[config.mk]
export PLATFORM = sky130hd
export DESIGN_NAME = simon_sequencer_flat
export DESIGN_NICKNAME = d
export VERILOG_FILES = /design/src/rtl/simon_sequencer_if.sv /design/src/rtl/simon_sequencer.sv /design/src/flat_wrapper.sv
export SDC_FILE = /design/constraint.sdc
export NUM_CORES = 1
export LEC_CHECK = 0
export ABC_AREA = 1
export BUFFER_PORTS_ARGS = -buffer_cell sky130_fd_sc_hd__clkbuf_2
export CORE_MARGIN = 2
export CORE_UTILIZATION = 45
export CTS_CLUSTER_SIZE = 8
export DETAILED_ROUTE_END_ITERATION = 7
export PLACE_DENSITY = 0.63
export SYNTH_ARGS = -nofsm -noshare
export SYNTH_HDL_FRONTEND = slang
export SYNTH_SLANG_ARGS = --single-unit
[constraint.sdc]
create_clock -name clk -period 2.6 [get_ports clk]
set_clock_uncertainty 0.1 [all_clocks]
set_input_delay 0.52 -clock clk [delete_from_list [all_inputs] [get_ports clk]]
set_output_delay 0.52 -clock clk [all_outputs]
set_load 0.005 [all_outputs]
[src/rtl/simon_sequencer_if.sv]
// Random-value handshake between the colour producer and the sequencer.
// Signals: rnd_ready/rnd_value (producer -> sequencer), rnd_take (back).
interface simon_sequencer_if;
    logic       rnd_ready;
    logic [1:0] rnd_value;
    logic       rnd_take;

    modport master (
        output rnd_ready,
        output rnd_value,
        input  rnd_take
    );

    modport slave (
        input  rnd_ready,
        input  rnd_value,
        output rnd_take
    );
endinterface

[src/rtl/simon_sequencer.sv]
// Simon game controller: grows a colour sequence, replays it, checks presses.
// Ports: clk, rst (sync, active-high), start, rnd (slave handshake),
//        btn_valid/btn_code in; led_on/led_code, level, busy, win, lose out.
module simon_sequencer #(
    parameter int MAX_LEN        = 16,
    parameter int SHOW_CYCLES    = 50_000_000,
    parameter int GAP_CYCLES     = 12_500_000,
    parameter int TIMEOUT_CYCLES = 250_000_000,
    localparam int LW            = $clog2(MAX_LEN + 1)
) (
    input  logic                clk,
    input  logic                rst,
    input  logic                start,
    simon_sequencer_if.slave    rnd,
    input  logic                btn_valid,
    input  logic [1:0]          btn_code,
    output logic                led_on,
    output logic [1:0]          led_code,
    output logic [LW-1:0]       level,
    output logic                busy,
    output logic                win,
    output logic                lose
);

    localparam int AW = $clog2(MAX_LEN);

    // One shared down-counter, sized for the longest interval.
    localparam int TMAX_SG = (SHOW_CYCLES > GAP_CYCLES) ?
                             SHOW_CYCLES : GAP_CYCLES;
    localparam int TMAX    = (TMAX_SG > TIMEOUT_CYCLES) ?
                             TMAX_SG : TIMEOUT_CYCLES;
    localparam int TW      = $clog2(TMAX + 1);

    localparam logic [TW-1:0] SHOW_LD = TW'(SHOW_CYCLES - 1);
    localparam logic [TW-1:0] GAP_LD  = TW'(GAP_CYCLES - 1);
    localparam logic [TW-1:0] TOUT_LD = TW'(TIMEOUT_CYCLES - 1);
    localparam logic [LW-1:0] LEN_MAX = LW'(MAX_LEN);

    typedef enum logic [2:0] {
        IDLE,
        FETCH,
        SHOW_ON,
        SHOW_OFF,
        WAIT_IN,
        WIN,
        LOSE
    } state_t;

    state_t        state;
    logic [LW-1:0] len;
    logic [LW-1:0] idx;
    logic [TW-1:0] tmr;
    logic [1:0]    mem [MAX_LEN];

    logic last;
    logic tmr_zero;

    assign last     = (idx == len - LW'(1));
    assign tmr_zero = (tmr == '0);

    // mem is deliberately left out of reset; only entries below len are read.
    always_ff @(posedge clk) begin
        if (rst) begin
            state <= IDLE;
            len   <= '0;
            idx   <= '0;
            tmr   <= '0;
        end else begin
            unique case (state)
                IDLE, WIN, LOSE: begin
                    if (start) begin
                        len   <= '0;
                        idx   <= '0;
                        state <= FETCH;
                    end
                end
                FETCH: begin
                    if (rnd.rnd_ready) begin
                        mem[len[AW-1:0]] <= rnd.rnd_value;
                        len   <= len + LW'(1);
                        idx   <= '0;
                        tmr   <= SHOW_LD;
                        state <= SHOW_ON;
                    end
                end
                SHOW_ON: begin
                    if (tmr_zero) begin
                        tmr   <= GAP_LD;
                        state <= SHOW_OFF;
                    end else begin
                        tmr <= tmr - TW'(1);
                    end
                end
                SHOW_OFF: begin
                    if (!tmr_zero) begin
                        tmr <= tmr - TW'(1);
                    end else if (last) begin
                        idx   <= '0;
                        tmr   <= TOUT_LD;
                        state <= WAIT_IN;
                    end else begin
                        idx   <= idx + LW'(1);
                        tmr   <= SHOW_LD;
                        state <= SHOW_ON;
                    end
                end
                WAIT_IN: begin
                    // A press in the tmr=0 cycle takes priority over timeout.
                    if (btn_valid) begin
                        if (btn_code != mem[idx[AW-1:0]]) begin
                            state <= LOSE;
                        end else if (!last) begin
                            idx <= idx + LW'(1);
                            tmr <= TOUT_LD;
                        end else if (len == LEN_MAX) begin
                            state <= WIN;
                        end else begin
                            state <= FETCH;
                        end
                    end else if (tmr_zero) begin
                        state <= LOSE;
                    end else begin
                        tmr <= tmr - TW'(1);
                    end
                end
                default: state <= IDLE;
            endcase
        end
    end

    assign rnd.rnd_take = (state == FETCH) && rnd.rnd_ready;
    assign led_on       = (state == SHOW_ON);
    assign led_code     = led_on ? mem[idx[AW-1:0]] : 2'd0;
    assign level        = len;
    assign busy         = (state == FETCH)    || (state == SHOW_ON) ||
                          (state == SHOW_OFF) || (state == WAIT_IN);
    assign win          = (state == WIN);
    assign lose         = (state == LOSE);

endmodule

[src/flat_wrapper.sv]
// flat-port wrapper written by rule: the top's interface ports become plain ports
module simon_sequencer_flat 
#(
    parameter int MAX_LEN        = 16,
    parameter int SHOW_CYCLES    = 50_000_000,
    parameter int GAP_CYCLES     = 12_500_000,
    parameter int TIMEOUT_CYCLES = 250_000_000,
    localparam int LW            = $clog2(MAX_LEN + 1)
)
  (clk, rst, start, btn_valid, btn_code, led_on, led_code, level, busy, win, lose, rnd_rnd_ready, rnd_rnd_value, rnd_rnd_take);
  simon_sequencer_if rnd_i ();
  input  logic clk;
  input  logic rst;
  input  logic start;
  input  logic btn_valid;
  input  logic [1:0] btn_code;
  output logic led_on;
  output logic [1:0] led_code;
  output logic [LW-1:0] level;
  output logic busy;
  output logic win;
  output logic lose;
  input wire logic [$bits(rnd_i.rnd_ready)-1:0] rnd_rnd_ready;
  input wire logic [$bits(rnd_i.rnd_value)-1:0] rnd_rnd_value;
  output wire logic [$bits(rnd_i.rnd_take)-1:0] rnd_rnd_take;
  assign rnd_i.rnd_ready = rnd_rnd_ready;
  assign rnd_i.rnd_value = rnd_rnd_value;
  assign rnd_rnd_take = rnd_i.rnd_take;
  simon_sequencer #(.MAX_LEN(MAX_LEN), .SHOW_CYCLES(SHOW_CYCLES), .GAP_CYCLES(GAP_CYCLES), .TIMEOUT_CYCLES(TIMEOUT_CYCLES)) u_core (.clk(clk), .rst(rst), .start(start), .rnd(rnd_i), .btn_valid(btn_valid), .btn_code(btn_code), .led_on(led_on), .led_code(led_code), .level(level), .busy(busy), .win(win), .lose(lose));
endmodule
==> flow_summary.ini <==
[place]
port_buffers = 20
globalplace.congestion = 0.900
dp_hpwl_um = 8880

[logic_synthesis]
avgSynthCellArea_um2 = 7.03
synthCells = 669
synth_area_leader_cell = edfxtp_1
synthArstFlopShare = 0
yosysTopAreaCellShare = 0.204
synth_common_cells = 199 x nand2_1, 114 x nor2_1, 63 x inv_1, 53 x nand3_1, 45 x dfxtp_1
synth_edf_count = 32
synth_ff_type = dfxtp_1
yosysSeqAreaShare = 0.396
synthesis.area_um2 = 4700
synth_warnings = 0
ys_types = 39
ys_top_cells_by_area = edfxtp_1 20%, dfxtp_1 19%, nand2_1 16%
ys_ff_latch = 77
syn-num-nets = 686
yosysMostFrequentCell = nand2_1

[sta]
rsz0062_at_grt = no
finalHoldWorstSlack_ps = 280
finalHoldViolCount = 0
setup_viol = 0
slew_viol_final = 0
tns_ps = 0
fmax_mhz = 407
max_slew_margin = 0.729
max_slew.worst_pin.slew_ps = 405
finalCritPeriodShare = 0.944
min_period_ps = 2450

[run]
cap_violations = 0

[setup_path]
crit_fanout = 12
rr_worst_depth = 13
cp_num_buf_inv = 2
end_kind = output pin
arrival_ps = 1830
cp_cell_sequence = buf_12 > nand2_1 > nand2_1 > nand2_1 > nand3_1 > nand3_1 > a21oi_1 > clkbuf_2
crit_slowest_cell = dfxtp_1
crit_cells = 8
cp-endpoint = led_code[0]
cp-start-kind = flip-flop
r2r-end = u_core.tmr[15]
critPathKind = flip-flop to output pin
critPathMaxStageDelay_ps = 520
worstReg2RegStart = u_core.level[1]
ff2ff_setup_slack_ps = 270
crit_top_cell = nand2_1
worst-endpoint-required_ps = 1980
critPathTopFamily = flip-flops

[routing]
drtAntennaViolNets = 0
drcViolationCount = 0
vias = 4418
viasPerCell = 5.27
initialDrtViolationCount = 332
wl_per_cell_um = 14.4
postRouteWirelength_um = 12100
firstDrtPassIters = 6

[power]
combPwrFrac = 0.536
p_clk_frac = 0.151
leakagePower_nw = 2.31
power.switching_mw = 2.55
cellInternalPower_mw = 2.81
vdd_drop_max_mv = 0.489
powerDensity_nw_per_um2 = 1040
power.share.switching = 0.476
sequentialPowerShare = 0.313

[worst_hold_path]
worstHoldPathType = primary input to flip-flop
min_from = rst

[global_route]
antenna_found_initial = 0
grt_pass1_vias = 4069
grt_pass1_wl_um = 19700
overflow = 0
grt_use_total = 0.223
grt_max_degree = 28

[outcome]
status = completed

[floorplan]
die_area_um2 = 11300
die_x_um = 106
row_count = 37
die_h_um = 106
coreArea_um2 = 10200
io_pins = 21
initial_utilization = 0.460

[finish]
nets = 714
drive_gt1_frac = 0.101
syn2layout_area_growth_pct = 9.42
antennaDiodeCount = 0

[clock_tree]
cts-root-buf = clkbuf_8
clk_latency_ps = 370
hold_buffers = 0
post_cts_resized = 0
cts_inserted_buffers = 9
clock-sinks = 77
clk_pin_slew_worst_paths_ps = 80
cts_tree = built
htree_levels = 3
cts_buffer_depth = 2
cts_setup_buffers = 0
[per-stage QoR]
stage | utilization | worst slack, ps | power [mW] | cells | cell area (um2)
after CTS | 0.503 | 152 | 5.34 | 838 | 5140
after global placement | 0.487 | 329 | 4.51 | 822 | 4980
after global routing | 0.503 | 14.2 | 5.81 | 838 | 5150
final | 0.503 | 145 | 5.36 | 838 | 5150
after detailed placement | 0.487 | 229 | 4.53 | 822 | 4980
after floorplan | - | 491 | 3.83 | 669 | 4700
[area by class of cell]
class                   count  area (um2)
inverters                  71         272
multi-input cells         504        2450
clock inverters             4        27.5
fillers                  1040        5080
clock buffers              12         135
flip-flops and latches     77        1860
repair buffers             34         230
well taps                 136         170
[worst min-delay path by stage]
stage,cells past startpoint,end,slack (ps)
6_report,2,u_core.level[1],280
3_5_place_dp,2,u_core.tmr[26],400
4_1_cts,2,u_core.level[1],260
3_3_place_gp,2,u_core.tmr[17],390
5_1_grt,2,u_core.level[1],270
2_1_floorplan,2,u_core.tmr[17],350
[placed cells by master (no fill, tap or decap), types with 8 or more instances in the layout]
cell        n
nor2_1    113
nand4_1    20
buf_4      12
clkbuf_2   20
a21oi_1    33
nand3_1    53
dfxtp_1    45
nand2_1   198
ha_1        8
nor3_1      9
inv_1      63
xor2_1     22
clkbuf_8    9
edfxtp_1   32
o21ai_0    14
[registers in the layout, indices dropped and copies added, names as in the netlist, named ones only]
register	flops
u_core.mem	32
u_core.tmr	28
u_core.idx	5
u_core.level	5
u_core.state	3
[power by group through the flow]
stage	registers (mW)	clock network [mW]	logic [mW]
after floorplan	1.65	0	2.18
after global placement	1.70	0	2.81
after detailed placement	1.70	0	2.83
after CTS	1.67	0.822	2.85
after global routing	1.70	0.869	3.24
final	1.68	0.808	2.87
[metal layers]
layer  up-vias  GRT usage  routed length [um]
li1       2213          -                   -
met1      2017      0.305                5610
met2       165      0.344                5430
met3        23     0.0356                 761
met4         0      0.108                 302
met5         -          0                   0
[cell families (layout without fill, tap and decap cells)]
family	after synthesis	in the layout	synth area share
buffers and inverters	88	121	0.0843
AND/OR/NAND/NOR	412	412	0.376
flip-flops	77	77	0.396
XOR/XNOR	25	25	0.0466
AO/OA/AOI/OAI	59	59	0.0764
adder cells (fa/ha/maj)	8	8	0.0213
(Power assumes the default switching activity.)
